<file path="config.mk">
export PLATFORM = sky130hd
export DESIGN_NAME = mem_dump_reader
export DESIGN_NICKNAME = d
export VERILOG_FILES = /design/src/rtl/mem_dump_reader.sv
export SDC_FILE = /design/constraint.sdc
export NUM_CORES = 1
export LEC_CHECK = 0
export ABC_CLOCK_PERIOD_IN_PS = 2900
export CORE_MARGIN = 4
export CORE_UTILIZATION = 64
export CTS_CLUSTER_DIAMETER = 60
export DETAILED_ROUTE_END_ITERATION = 10
export DONT_BUFFER_PORTS = 1
export PLACE_DENSITY = 0.92
export SLEW_MARGIN = 40
export SYNTH_ARGS = -nofsm -noshare
export SYNTH_HDL_FRONTEND = slang
export SYNTH_SLANG_ARGS = --single-unit
</file>
<file path="constraint.sdc">
create_clock -name clock -period 2.9 [get_ports clock]
set_input_delay 0.145 -clock clock [delete_from_list [all_inputs] [get_ports clock]]
set_output_delay 0.145 -clock clock [all_outputs]
set_load 0.02 [all_outputs]
</file>
<file path="src/rtl/mem_dump_reader.sv">
// Streams a contiguous range of data memory out on a valid/ready port, retrying dropped reads.
// Optional MEM_DUMP_CHECKSUM_EN appends a 32-bit running sum as one extra word after the data.
module mem_dump_reader #(
  parameter logic [31:0] ADDR_LIMIT = 32'h0000_5000
) (
  input  logic        clock,
  input  logic        reset,
  input  logic        start,
  input  logic [31:0] start_addr,
  input  logic [15:0] word_count,
  output logic        mem_en,
  output logic        mem_we,
  output logic [31:0] mem_addr,
  output logic [31:0] mem_wd,
  input  logic [31:0] mem_rd,
  input  logic        mem_stall,
  output logic        out_valid,
  input  logic        out_ready,
  output logic [31:0] out_data,
  output logic        busy,
  output logic        done
);

`ifdef MEM_DUMP_CHECKSUM_EN
  typedef enum logic [2:0] {IDLE, REQ, WAIT, OUT, SUM, FIN} state_t;
  logic [31:0] sum;
`else
  typedef enum logic [2:0] {IDLE, REQ, WAIT, OUT, FIN} state_t;
`endif

  state_t      state;
  logic [15:0] remaining;
  logic [31:0] next_addr;

  assign mem_we    = 1'b0;
  assign mem_wd    = '0;
  assign next_addr = (mem_addr == ADDR_LIMIT - 32'd1) ? '0 : mem_addr + 32'd1;

  always_ff @(posedge clock) begin
    if (reset) begin
      state     <= IDLE;
      mem_en    <= 1'b0;
      mem_addr  <= '0;
      remaining <= '0;
      out_valid <= 1'b0;
      out_data  <= '0;
      busy      <= 1'b0;
      done      <= 1'b0;
`ifdef MEM_DUMP_CHECKSUM_EN
      sum       <= '0;
`endif
    end else begin
      mem_en <= 1'b0;
      done   <= 1'b0;
      case (state)
        IDLE: begin
          if (start) begin
            busy      <= 1'b1;
            mem_addr  <= (start_addr >= ADDR_LIMIT) ? '0 : start_addr;
            remaining <= word_count;
`ifdef MEM_DUMP_CHECKSUM_EN
            sum       <= '0;
`endif
            if (word_count == 16'd0) begin
`ifdef MEM_DUMP_CHECKSUM_EN
              out_data  <= '0;
              out_valid <= 1'b1;
              state     <= SUM;
`else
              state     <= FIN;
`endif
            end else begin
              mem_en <= 1'b1;
              state  <= REQ;
            end
          end
        end
        REQ: state <= WAIT;
        // stall low in the cycle after en means the responder dropped the request
        WAIT: begin
          if (mem_stall) begin
            out_data  <= mem_rd;
            out_valid <= 1'b1;
            state     <= OUT;
          end else begin
            mem_en <= 1'b1;
            state  <= REQ;
          end
        end
        OUT: begin
          if (out_ready) begin
            out_valid <= 1'b0;
            remaining <= remaining - 16'd1;
            mem_addr  <= next_addr;
`ifdef MEM_DUMP_CHECKSUM_EN
            sum       <= sum + out_data;
`endif
            if (remaining > 16'd1) begin
              mem_en <= 1'b1;
              state  <= REQ;
            end else begin
`ifdef MEM_DUMP_CHECKSUM_EN
              out_data  <= sum + out_data;
              out_valid <= 1'b1;
              state     <= SUM;
`else
              state     <= FIN;
`endif
            end
          end
        end
`ifdef MEM_DUMP_CHECKSUM_EN
        SUM: begin
          if (out_ready) begin
            out_valid <= 1'b0;
            state     <= FIN;
          end
        end
`endif
        FIN: begin
          done  <= 1'b1;
          busy  <= 1'b0;
          state <= IDLE;
        end
        default: state <= IDLE;
      endcase
    end
  end

endmodule
</file>
==> results.md <==
* Slew Viols, Final at 0
* Initial core utilization at 66.9%
* Synthesized area at 0.00490 sq mm
* Share of layout cells above drive strength 1 at 7.60%
* Crit path cell chain: nand2_1, or3_2, nand2_1, a21oi_1, dlygate4sd3_1
* Gr ovfl total at 0
* Crit path capture type: register
* Max-cap violations at 0
* Min-Delay Path Depth at 3
* Crit path max fanout at 32
* Max VDD drop at 0.000333 V
* Commonest non-fill, non-tap cell in the layout: nand2_1
* Cell repeated most along the worst path: nand2_1
* Fin crit share at 83.2%
* Crit path DAT at 2690 ps
* Final #Nets at 754
* CTS root buffer: clkbuf_8
* Vert. Die Dim at 95.5 um
* Routed wire length on met3 at 1910 um
* Dpl cells at 715
* Clock latency on the worst-skew pair at 380 ps
* Global Route Usage Sum at 31.5%
* Worst slew pin tran at 780 ps
* Outcome: finished, final reports clean
* Pleak at 0.00188 uW
* Clk slew on worst S/H paths at 110 ps
* DR pass1 iterations at 6
* Max transition margin at 48.0%
* Initial DRC Count at 568
* Hold crit path type: in -> reg
* Fin cells at 770
* DR WL met2 at 7150 um
* Number of I/O pins at 186
* Max stage delay on crit path at 740 ps
* Yosys top cell area share at 35.5%
* Setup violators final at 0
* Worst Path Buf+Inv at 1
* Clock Sinks at 87
* FFs w/ async S/R, synth at 0%
* WL met1 at 5430 um
* CP delay by family, top: simple AND/OR/NAND/NOR gates
* Max layer used: met4
* Total negative slack at 0 ps
* Core area at 0.00733 sq mm
* Worst Skew at 15.1 ps
* Yosys cell types at 60
* First-pass GRT wire length at 22700 um
* RSZ-0062 raised after global routing: no
* Via density at 6.68
* Die Span X at 95.5 um
* Vias in the first global route at 4616
* Mapped Avg Cell Area at 7.57 sq um
* Initial antenna violation count at 0
* DRC violations left at 0
* Via count at 5142
* ANT cells at 0
* Reg2reg path depth at 5
* Synth Flop Type: dfxtp_1
* Cell Rows at 31
* Remaining antenna violation count at 0
* WP data required at 3170 ps
* Synthesized flop and latch total at 87
* Register area share after synthesis at 35.5%
* Top cells by area, synth: dfxtp_1 36%, nand2_1 6.8%, a21oi_1 6.1%
* Stages on worst setup path at 5
* Die area at 0.00912 sq mm
* Setup ws final at 487 ps
* Area Overhead vs Synth at 11.4%
* Commonest non-fill, non-tap cells in the layout: 89 x nand2_1, 87 x dfxtp_1, 59 x a21oi_1
* Bufs on Longest Clock Path at 2
* Yosys warnings at 0
* Max frequency at 414 MHz
* WL/cell at 19.3 um
* Min Tclk post-route at 2410 ps
* WS Path Type: reg -> reg
* H-Tree Depth at 3
* Pwr/cell area at 502 mW/mm^2
* CTS tree: built
* Post-layout util at 74.4%
* IO Port Bufs at 0
* CTS Buf Count at 9
* Synth area leader: dfxtp_1
* EDFF count, synth at 0
* Final Hold Fails at 0
* Startpoint types: register
* Post-CTS setup buffers at 0
* Final wirelength at 14900 um
* Gpl congestion at 0.945
* Post-DP HPWL at 9650 um
* Synthesized instance count at 647
* Post-Place Worst Slack at 570 ps
* Largest net degree at the start of global routing at 70
* Critical-path top delay cell: or3_2
timing repair:
item | 4_1_cts | 5_1_grt
resized for setup | 0 | 0
hold buffers | 39 | 0
hold endpoints to repair | 69 | 0
per-stage QoR:
step | hold slack, ps | power (uW) | cell area, sq um
final | 5.86 | 2740 | 5460
after CTS | 5.44 | 2720 | 5460
after detailed placement | 223 | 1830 | 4850
after floorplan | 268 | 1780 | 5020
after global routing | 26.5 | 2860 | 5460
after global placement | 221 | 1810 | 4850
final cells by class:
cell class | instances | area [sq um]
clock inverters | 7 | 75.1
well taps | 99 | 124
repair buffers | 55 | 541
multi-input cells | 491 | 2770
inverters | 22 | 82.6
clock buffers | 9 | 124
fillers | 530 | 1870
flip-flops and latches | 87 | 1740
kinds of logic after synthesis:
group | Yosys count | share of synthesized area, %
AOI/OAI and AO/OA | 161 | 20.4
adders and majority gates | 3 | 0.766
buffers and inverters | 101 | 10.6
DFF | 87 | 35.5
muxes | 8 | 1.63
other | 1 | 0.0765
and+or+nand+nor | 286 | 30.9
Yosys cell counts, types with 3 or more instances:
cell,n
buf_4,33
mux2i_1,8
nand3_1,30
dfxtp_1,87
nor4_1,17
nand4_1,35
or3_1,3
o211ai_1,3
a31oi_1,25
a211oi_1,8
nor2_1,42
buf_2,9
and2_1,8
o21ai_0,26
nand4b_1,5
ha_1,3
a32oi_1,3
clkbuf_1,35
o22ai_1,7
a21oi_1,60
a41oi_1,3
nand2_1,89
inv_1,22
and3_1,13
nand3b_1,3
nor3_1,19
a21o_1,4
and4_1,4
power by group:
group	leakage (uW)	total (uW)	internal, uW	switching (uW)
registers	0.000707	1360	1250	105
clock network	0.0000985	853	341	512
logic	0.00107	526	198	329
total	0.00188	2740	1790	946
tightest hold or removal path, stage by stage:
cell and delay (ps):
nand2_1 40, a21o_1 100, a21oi_1 50
metal layers:
layer | GRT usage (%) | vias to the layer above
li1 | - | 2351
met1 | 38.4 | 2362
met2 | 51.9 | 381
met3 | 8.60 | 48
met4 | 13.5 | 0
met5 | 0 | -
state kept, by name, indices dropped and copies added (netlist names):
| name | count |
|---|---|
| state | 3 |
| out_data | 32 |
| out_valid | 1 |
| mem_en | 1 |
| remaining | 16 |
| busy | 1 |
| done | 1 |
| mem_addr | 32 |
final timing paths:
kind | end | slack (ps) | start
setup reg to reg | out_data[31] | 490 | state[1]
setup / recovery | out_data[31] | 490 | state[1]
hold reg to reg | remaining[9] | 510 | remaining[9]
hold / removal | remaining[9] | 6 | word_count[9]
No activity file was read; power rests on OpenSTA's default activity.
